File: src/rtl/req_buffer.sv
// req_buffer: buffers master transactions in a small FIFO and issues them one at a
// time onto an arbitrated bus. Each entry is requested from the arbiter, presented on
// the bus for a single cycle once granted, and retired when the slave acknowledges.
// The head entry stays in the FIFO until it completes, so count includes it.
//
// Optional feature: define REQ_BUFFER_TIMEOUT_EN to add an ack timeout. After 16
// WAIT_ACK cycles without bus_ack the head is retired with rsp_rdata all ones and
// err pulses for one cycle. Without the macro there is no err port and WAIT_ACK
// waits indefinitely.
//
// Ports:
//   clk, rst                 single clock, synchronous active-high reset
//   in_valid/in_ready        master handshake; in_we, in_addr, in_wdata are the payload
//   req, gnt                 arbiter request / grant
//   bus_valid                head transaction on the bus (one cycle per transfer)
//   bus_we/addr/wdata        head-entry fields while the transfer is in flight, else 0
//   bus_ack, bus_rdata       slave completion and read data
//   rsp_valid, rsp_rdata     one-cycle completion pulse and captured read data
//   count                    entries held, including the in-flight head
//   err                      (REQ_BUFFER_TIMEOUT_EN only) timeout completion pulse

module req_buffer #(
   parameter int unsigned DEPTH  = 4,
   parameter int unsigned ADDR_W = 8,
   parameter int unsigned DATA_W = 8
) (
   input  logic                       clk,
   input  logic                       rst,
   input  logic                       in_valid,
   output logic                       in_ready,
   input  logic                       in_we,
   input  logic [ADDR_W-1:0]          in_addr,
   input  logic [DATA_W-1:0]          in_wdata,
   output logic                       req,
   input  logic                       gnt,
   output logic                       bus_valid,
   output logic                       bus_we,
   output logic [ADDR_W-1:0]          bus_addr,
   output logic [DATA_W-1:0]          bus_wdata,
   input  logic                       bus_ack,
   input  logic [DATA_W-1:0]          bus_rdata,
   output logic                       rsp_valid,
   output logic [DATA_W-1:0]          rsp_rdata,
`ifdef REQ_BUFFER_TIMEOUT_EN
   output logic                       err,
`endif
   output logic [$clog2(DEPTH):0]     count
);

   localparam int unsigned PW = $clog2(DEPTH);
   localparam int unsigned CW = PW + 1;

   typedef enum logic [1:0] {
      StIdle,
      StReq,
      StXfer,
      StWaitAck
   } state_e;

   state_e state_q, state_d;

   // Entry storage; data arrays need no reset since count gates their use.
   logic              mem_we    [DEPTH];
   logic [ADDR_W-1:0] mem_addr  [DEPTH];
   logic [DATA_W-1:0] mem_wdata [DEPTH];

   logic [PW-1:0] wr_ptr_q, rd_ptr_q;
   logic [CW-1:0] count_q, count_d;

   logic              rsp_valid_q;
   logic [DATA_W-1:0] rsp_rdata_q;

   logic push, pop;
   logic complete;
   logic timeout;
   logic in_flight;

   logic              head_we;
   logic [ADDR_W-1:0] head_addr;
   logic [DATA_W-1:0] head_wdata;

`ifdef REQ_BUFFER_TIMEOUT_EN
   logic [3:0] tmo_cnt_q, tmo_cnt_d;
   logic       err_q;
`endif

   // Registered count only, so a pop in the same cycle never frees a slot early.
   assign in_ready = (count_q < CW'(DEPTH));
   assign push     = in_valid && in_ready;
   assign pop      = complete;
   assign count    = count_q;

   assign head_we    = mem_we[rd_ptr_q];
   assign head_addr  = mem_addr[rd_ptr_q];
   assign head_wdata = mem_wdata[rd_ptr_q];

   assign in_flight = (state_q == StXfer) || (state_q == StWaitAck);
   assign bus_we    = in_flight ? head_we    : 1'b0;
   assign bus_addr  = in_flight ? head_addr  : '0;
   assign bus_wdata = in_flight ? head_wdata : '0;

   assign rsp_valid = rsp_valid_q;
   assign rsp_rdata = rsp_rdata_q;

   // FSM next state and outputs.
   always_comb begin
      state_d   = state_q;
      req       = 1'b0;
      bus_valid = 1'b0;
      complete  = 1'b0;
      timeout   = 1'b0;
`ifdef REQ_BUFFER_TIMEOUT_EN
      tmo_cnt_d = tmo_cnt_q;
`endif
      unique case (state_q)
         StIdle: begin
            if (count_q != '0) state_d = StReq;
         end
         StReq: begin
            req = 1'b1;
            if (gnt) state_d = StXfer;
         end
         StXfer: begin
            req       = 1'b1;
            bus_valid = 1'b1;
            if (bus_ack) begin
               complete = 1'b1;
            end else begin
               state_d = StWaitAck;
`ifdef REQ_BUFFER_TIMEOUT_EN
               tmo_cnt_d = '0;
`endif
            end
         end
         StWaitAck: begin
            req = 1'b1;
            if (bus_ack) begin
               complete = 1'b1;
            end else begin
`ifdef REQ_BUFFER_TIMEOUT_EN
               // The 16th silent WAIT_ACK cycle retires the head.
               if (tmo_cnt_q == 4'hF) begin
                  complete = 1'b1;
                  timeout  = 1'b1;
               end else begin
                  tmo_cnt_d = tmo_cnt_q + 4'd1;
               end
`endif
            end
         end
         default: state_d = StIdle;
      endcase

      // Decision uses count before any same-cycle push; IDLE picks up late pushes.
      if (complete) state_d = (count_q > CW'(1)) ? StReq : StIdle;
   end

   always_comb begin
      count_d = count_q;
      unique case ({push, pop})
         2'b10:   count_d = count_q + CW'(1);
         2'b01:   count_d = count_q - CW'(1);
         default: count_d = count_q;
      endcase
   end

   always_ff @(posedge clk) begin
      if (rst) begin
         state_q     <= StIdle;
         wr_ptr_q    <= '0;
         rd_ptr_q    <= '0;
         count_q     <= '0;
         rsp_valid_q <= 1'b0;
         rsp_rdata_q <= '0;
      end else begin
         state_q     <= state_d;
         count_q     <= count_d;
         rsp_valid_q <= complete;
         if (push) wr_ptr_q <= wr_ptr_q + PW'(1);
         if (pop)  rd_ptr_q <= rd_ptr_q + PW'(1);
         if (complete) begin
            if (timeout)      rsp_rdata_q <= '1;
            else if (head_we) rsp_rdata_q <= '0;
            else              rsp_rdata_q <= bus_rdata;
         end
      end
   end

   always_ff @(posedge clk) begin
      if (push) begin
         mem_we[wr_ptr_q]    <= in_we;
         mem_addr[wr_ptr_q]  <= in_addr;
         mem_wdata[wr_ptr_q] <= in_wdata;
      end
   end

`ifdef REQ_BUFFER_TIMEOUT_EN
   always_ff @(posedge clk) begin
      if (rst) begin
         tmo_cnt_q <= '0;
         err_q     <= 1'b0;
      end else begin
         tmo_cnt_q <= tmo_cnt_d;
         err_q     <= timeout;
      end
   end

   assign err = err_q;
`else
   // Timeout path absent; keep the signal tied so the completion mux stays uniform.
   logic unused_timeout;
   assign unused_timeout = timeout;
`endif

endmodule

File: config.mk
export PLATFORM = sky130hd
export DESIGN_NAME = req_buffer
export DESIGN_NICKNAME = d
export VERILOG_FILES = /design/src/rtl/req_buffer.sv
export SDC_FILE = /design/constraint.sdc
export NUM_CORES = 1
export LEC_CHECK = 0
export CORE_AREA = 2 2 86 88
export CTS_CLUSTER_DIAMETER = 60
export CTS_CLUSTER_SIZE = 25
export DETAILED_ROUTE_END_ITERATION = 7
export DIE_AREA = 0 0 88 90
export GPL_ROUTABILITY_DRIVEN = 1
export PLACE_DENSITY_LB_ADDON = 0.12
export SYNTH_ARGS = -nofsm -noshare
export SYNTH_HDL_FRONTEND = slang
export SYNTH_SLANG_ARGS = --single-unit
export TNS_END_PERCENT = 10
File: constraint.sdc
create_clock -name clk -period 2.2 [get_ports clk]
set_input_delay 0.22 -clock clk [delete_from_list [all_inputs] [get_ports clk]]
set_output_delay 0.22 -clock clk [all_outputs]
set_load 0.01 [all_outputs]
==> results.py, run 1 <==
metrics = {
    "outcome": {
        "status": "finished clean",
    },
    "setup_path": {
        "crit_type": "reg -> out",
        "critPathLaunchType": "flop",
        "r2r_cells": 7,
        "crit_path_end_kind": "output port",
        "cp.arrival_ns": 1.80,
        "crit_fanout": 7,
        "critical_path_required_ns": 1.98,
    },
    "finish": {
        "regArea_mm2": 0.00245,
        "nNetsFinal": 350,
        "multi_input_area_mm2": 0.00104,
        "diodes": 0,
        "syn_to_final_growth_pct": 30.4,
        "drive_gt1_share_pct": 17.1,
        "fillerInstances": 503,
        "post-route-util_pct": 66.4,
    },
    "clock_network": {
        "clkSinkCount": 88,
        "cts.clk_slew.worst_paths_ns": 0.08,
        "root_buffer": "clkbuf_8",
        "h-tree-depth": 3,
        "cts_buffers": 9,
        "ctsHoldBuffers": 0,
        "clockBufferDepth": 2,
        "cts_tree": "yes",
        "clock_latency_ns": 0.35,
    },
    "pwr": {
        "power.leakage_nw": 1.83,
        "pwr-share-seq_pct": 46.1,
        "combPwrFrac_pct": 26.8,
        "internal_power_w": 0.00320,
        "ir_drop_v": 0.000518,
        "sw_frac_of_total_pct": 27.0,
        "pwr-share-clk_pct": 27.2,
        "power_density_mw_per_mm2": 940,
        "switching_power_w": 0.00119,
    },
    "routing": {
        "drt-initial-drc-count": 87,
        "wl_per_cell_um": 15.7,
        "drc_errors": 0,
        "wl_met2_um": 3170,
        "vias_per_cell": 4.98,
        "drt-met1-wl_um": 2860,
        "ant_nets": 0,
        "vias": 2036,
        "drt_wl_total_um": 6430,
        "dr.pass1.iters": 4,
        "route.met3.wl_um": 255,
        "routed.top_layer": "met4",
    },
    "worst_hold_path": {
        "holdPathStages": 3,
        "min_path_type": "in -> reg",
    },
    "global_route": {
        "grt-ovfl-total": 0,
        "grt_max_degree": 15,
        "grt_usage_pct": 17.7,
        "grt_first_pass_wirelength_um": 10500,
        "grt_pass1_vias": 2094,
        "antenna_found_initial": 0,
    },
    "sta": {
        "maxSlewHeadroom_pct": 65.0,
        "skew_ns": 0.00912,
        "hold_viol": 0,
        "finalCriticalPeriod_ns": 2.02,
        "min_period_over_period_pct": 91.6,
        "hold_slack_ns": 0.426,
        "worst_slew_pin_slew_ns": 0.523,
        "worst_slack_ns": 0.184,
        "setup-tns-final_ns": 0,
        "timing.fmax_mhz": 496,
        "slew_viol_final": 0,
        "finalSetupViolations": 0,
        "rsz0062_at_grt": "no",
    },
    "run": {
        "cap_viol_max_count": 0,
    },
    "placed_design": {
        "gp_congestion": 0.730,
        "pre_cts_slack_ns": 0.178,
        "post-dp-hpwl_um": 4340,
        "port_buffers": 61,
    },
    "synthesis": {
        "synth_nets": 270,
        "yosysSeqAreaShare_pct": 68.3,
        "synth_area_mm2": 0.00358,
        "ys.warnings.count": 0,
        "synth.area.top_cells": "edfxtp_1, dfxtp_1, mux4_2",
        "synth_cell_types": 25,
        "synth_top_area_share_pct": 57.1,
        "synth.avg_cell_area_um2": 15.9,
        "yosysTopAreaCell": "edfxtp_1",
        "postSynthCellCount": 225,
        "yosys_register_bits": 88,
    },
    "floorplan": {
        "std_cell_rows": 31,
        "die_w_um": 88,
        "core_mm2": 0.00702,
        "dieHeight_um": 90,
        "die-area_mm2": 0.00792,
        "initial_core_util_pct": 51.0,
        "ioPinCount": 62,
    },
}
==> final timing paths <==
check	slack, ns	endpoint	startpoint
worst max register to register	0.25	count[2]$_SDFFE_PP0P_	state_q[0]$_SDFFE_PP0P_
worst max-delay path	0.18	bus_wdata[3]	flop
worst min-delay path	0.43	rsp_rdata[4]$_SDFFE_PP0P_	bus_rdata[4]
worst min register to register	0.45	rsp_rdata[6]$_SDFFE_PP0P_	rsp_rdata[6]$_SDFFE_PP0P_
==> sequential cells by signal, summed over array words and instances (netlist names), named ones only <==
name       flops
count          3
mem_addr      32
mem_wdata     32
mem_we         4
rd_ptr_q       2
rsp_rdata      8
rsp_valid      1
state_q        2
wr_ptr_q       2
==> synth_stat cells <==
master / instances
a211oi_1: 1
a21oi_1: 11
and2_1: 5
buf_2: 4
buf_6: 2
clkbuf_1: 4
dfxtp_1: 20
edfxtp_1: 68
ha_1: 15
inv_1: 10
mux2_4: 1
mux2i_1: 4
mux4_2: 16
nand2_1: 9
nand2b_1: 1
nand3_1: 10
nor2_1: 12
nor2b_1: 18
nor3_1: 1
nor3b_1: 1
o21ai_0: 5
o31ai_1: 1
or3_1: 1
xnor2_1: 2
xor2_1: 3
==> through the flow <==
stage | instances | area [µm²] | total power (W)
CTS | 409 | 4610 | 0.00444
finish | 409 | 4660 | 0.00438
detailed placement | 393 | 4390 | 0.00325
global placement | 393 | 4390 | 0.00323
floorplan | 225 | 3580 | 0.00271
global route | 409 | 4660 | 0.00461
==> per-layer routing <==
metal | GRT usage [%] | vias up
met1 | 22.4 | 991
met5 | 0 | -
li1 | - | 985
met2 | 28.9 | 48
met4 | 7.69 | 0
met3 | 4.04 | 12
==> timing repair <==
action,4_1_cts,5_1_grt
gates resized for setup,10,19
endpoints found under the setup margin,17,13
buffers inserted,0,0
==> area by class of cell <==
cell class	count	area share (%)
clock buffer	11	2.82
clock inverter	5	1.72
inverter	10	0.805
multi-input combinational	117	22.4
sequential	88	52.5
tap	99	2.66
timing repair buffer	79	17.1
==> power groups by stage <==
stage	combinational, W	sequential (W)	clock, W
6_report	0.00117	0.00202	0.00119
5_1_grt	0.00129	0.00204	0.00129
4_1_cts	0.00120	0.00202	0.00122
3_5_place_dp	0.00120	0.00205	0
3_3_place_gp	0.00119	0.00205	0
2_1_floorplan	0.000660	0.00205	0
==> kinds of logic (layout without fill, tap and decap cells) <==
kind of cell | Yosys count | in the layout | synth area share (%)
compound gates | 18 | 18 | 2.66
buf+inv | 20 | 105 | 2.66
simple gates | 58 | 58 | 8.32
xor+xnor | 5 | 5 | 1.22
fa+ha+maj | 15 | 15 | 5.25
mux | 21 | 21 | 11.6
flops | 88 | 88 | 68.3
==> worst max-delay path, stage by stage (launching register included) <==
cell and delay, ns:
dfxtp_4 0.37, buf_8 0.15, mux4_2 0.49, nor2b_1 0.15
dlygate4sd2_1 0.29
==> cell usage in the layout (no fill, tap or decap), drive strengths merged <==
cell type / n
clkinvlp: 1
nor3b: 1
nand2b: 1
nor3: 1
dfxtp: 20
nand2: 9
o21ai: 5
dlygate4sd2: 4
nor2b: 18
ha: 15
xnor2: 2
and2: 5
or3: 1
nor2: 12
xor2: 3
edfxtp: 68
clkbuf: 11
mux2i: 4
o31ai: 1
dlymetal6s2s: 13
clkinv: 1
bufinv: 2
mux4: 16
buf: 18
nand3: 10
a21oi: 11
a211oi: 1
mux2: 1
inv: 11
clkdlybuf4s50: 44
No activity file was read; power rests on OpenSTA's default activity.
==> run 2, diff against run 1 <==
- clock period: 2.2 -> 2.05 ns (I/O delays scaled with it)
==> results.py, run 2 (synthesis gave the netlist of run 1 again) <==
metrics = {
    "clock_network": {
        "cts_tree": "yes",
        "root_buffer": "clkbuf_8",
        "clockBufferDepth": 2,
        "h-tree-depth": 3,
        "clock_latency_ns": 0.35,
        "clkSinkCount": 88,
        "cts_setup_buffers": 0,
        "cts.clk_slew.worst_paths_ns": 0.09,
        "cts_buffers": 9,
    },
    "routing": {
        "ant_nets": 0,
        "drt_wl_total_um": 6430,
        "drt-initial-drc-count": 108,
        "vias_per_cell": 4.94,
        "wl_per_cell_um": 15.6,
        "drc_errors": 0,
        "dr.pass1.iters": 4,
        "vias": 2034,
    },
    "placed_design": {
        "post-dp-hpwl_um": 4550,
        "gp_congestion": 0.737,
        "pre_cts_slack_ns": 0.181,
        "port_buffers": 61,
    },
    "finish": {
        "final_common_cell": "edfxtp_1",
        "fillerInstances": 542,
        "drive_gt1_share_pct": 18.2,
        "final_cell_mix": "edfxtp_1, clkdlybuf4s50_1, nor2b_1, dfxtp_1, buf_4",
        "syn_to_final_growth_pct": 29.3,
        "nNetsFinal": 353,
        "diodes": 0,
    },
    "setup_path": {
        "crit_fanout": 5,
        "critical_path.slowest_cell": "mux4_2",
        "critical_path_required_ns": 1.85,
        "r2r_cells": 8,
        "cp.buffers_inverters": 2,
        "worstPathCellList": "buf_6 -> mux4_2 -> nor2b_1 -> dlygate4sd2_1",
        "reg2reg_from": "state_q[0]$_SDFFE_PP0P_",
        "critPathLaunchType": "flop",
        "path_depth": 4,
        "cp.arrival_ns": 1.80,
        "slowest_delay_ns": 0.49,
        "crit_type": "reg -> out",
        "critPathTopFamily": "multiplexers",
        "crit_path_end_kind": "output port",
    },
    "run": {
        "cap_viol_max_count": 0,
    },
    "global_route": {
        "grt_pass1_vias": 2129,
        "grt-ovfl-total": 0,
        "grt_first_pass_wirelength_um": 10500,
        "grt_usage_pct": 17.9,
        "antenna_found_initial": 0,
        "grt_max_degree": 18,
    },
    "floorplan": {
        "core_mm2": 0.00702,
        "die-area_mm2": 0.00792,
        "dieHeight_um": 90,
        "die_w_um": 88,
        "ioPinCount": 62,
        "initial_core_util_pct": 51.0,
        "std_cell_rows": 31,
    },
    "pwr": {
        "total_power_w": 0.00456,
        "power.leakage_nw": 1.70,
        "power_density_mw_per_mm2": 985,
        "ir_drop_v": 0.000516,
    },
    "outcome": {
        "status": "finished clean",
    },
    "sta": {
        "worst_slack_ns": 0.0471,
        "maxSlewHeadroom_pct": 77.0,
        "rsz0062_at_grt": "yes",
        "min_period_over_period_pct": 97.7,
        "finalSetupViolations": 0,
        "worst_slew_pin_slew_ns": 0.344,
        "finalCriticalPeriod_ns": 2.00,
        "timing.fmax_mhz": 499,
        "skew_ns": 0.00800,
        "hold_viol": 0,
        "slew_viol_final": 0,
    },
    "worst_hold_path": {
        "holdPathStages": 3,
        "min_path_type": "in -> reg",
        "hp-start": "bus_rdata[0]",
    },
}
-- run 2: changes by cell type in the layout (fill, tap and decap cells not counted), moves of 2 or more --
| cell | previous run | this run |
|---|---|---|
| inv_8 | 0 | 3 |
| dlymetal6s2s_1 | 13 | 3 |
| buf_4 | 15 | 17 |
| clkbuf_1 | 2 | 0 |
| dlygate4sd2_1 | 4 | 13 |
| clkinvlp_4 | 1 | 3 |
| bufinv_16 | 2 | 0 |
-- run 2: worst register-to-register path: cells and delay by family (launching register included) --
family          cells  cell delay, ns
compound gates      2            0.34
buf+inv             2            0.22
mux                 1            0.13
simple gates        1            0.30
flops               1            0.32
fa+ha+maj           2            0.43
-- run 2: area by class of cell --
type | instances | area [µm²] | area share, %
repair buffers | 82 | 787 | 17.0
flip-flops and latches | 88 | 2450 | 52.9
multi-input cells | 117 | 1040 | 22.5
inverters | 10 | 37.5 | 0.811
clock buffers | 9 | 124 | 2.68
clock inverters | 7 | 65.1 | 1.41
well taps | 99 | 124 | 2.68
-- run 2: metal layers --
metal / routed length, µm / up-vias / GRT usage [%] / share of wire [%]
met5: 0 / - / 0 / 0
met1: 2870 / 993 / 24.5 / 45
li1: - / 991 / - / -
met2: 3160 / 41 / 27.4 / 49
met4: 121 / 0 / 7.69 / 1.9
met3: 287 / 9 / 4.22 / 4.5
-- run 2: power by group --
group / switching (W) / internal, W / leakage, nW
Combinational: 0.000610 / 0.000660 / 0.827
Sequential: 0.0000728 / 0.00209 / 0.788
Clock: 0.000659 / 0.000467 / 0.0874
-- run 2: path summary, 6_finish.rpt --
path	to	slack, ns
max	bus_wdata[2]	0.05
min	rsp_rdata[0]$_SDFFE_PP0P_	0.41
max reg2reg	count[2]$_SDFFE_PP0P_	0.24
min reg2reg	rsp_rdata[6]$_SDFFE_PP0P_	0.46
-- run 2: per-stage QoR --
step	cell area (µm²)	cells	utilization, %	setup TNS, ns	hold WS [ns]
2_1_floorplan	3580	225	-	0	0.304
3_3_place_gp	4420	396	63.0	0	0.440
3_5_place_dp	4420	396	63.0	0	0.449
4_1_cts	4620	412	65.8	-0.459	0.396
5_1_grt	4630	412	65.9	-0.102	0.402
6_report	4630	412	65.9	0	0.407
-- run 2: what timing repair did --
item                       4_1_cts  5_1_grt
resized for setup               22        4
setup endpoints to repair       17       11
hold buffers                     0        0
==> run 3, diff against run 2 <==
- SLEW_MARGIN: not set -> 20
==> results of run 3 <==
No change in the layout: final DEF, timing and power equal those of run 2.
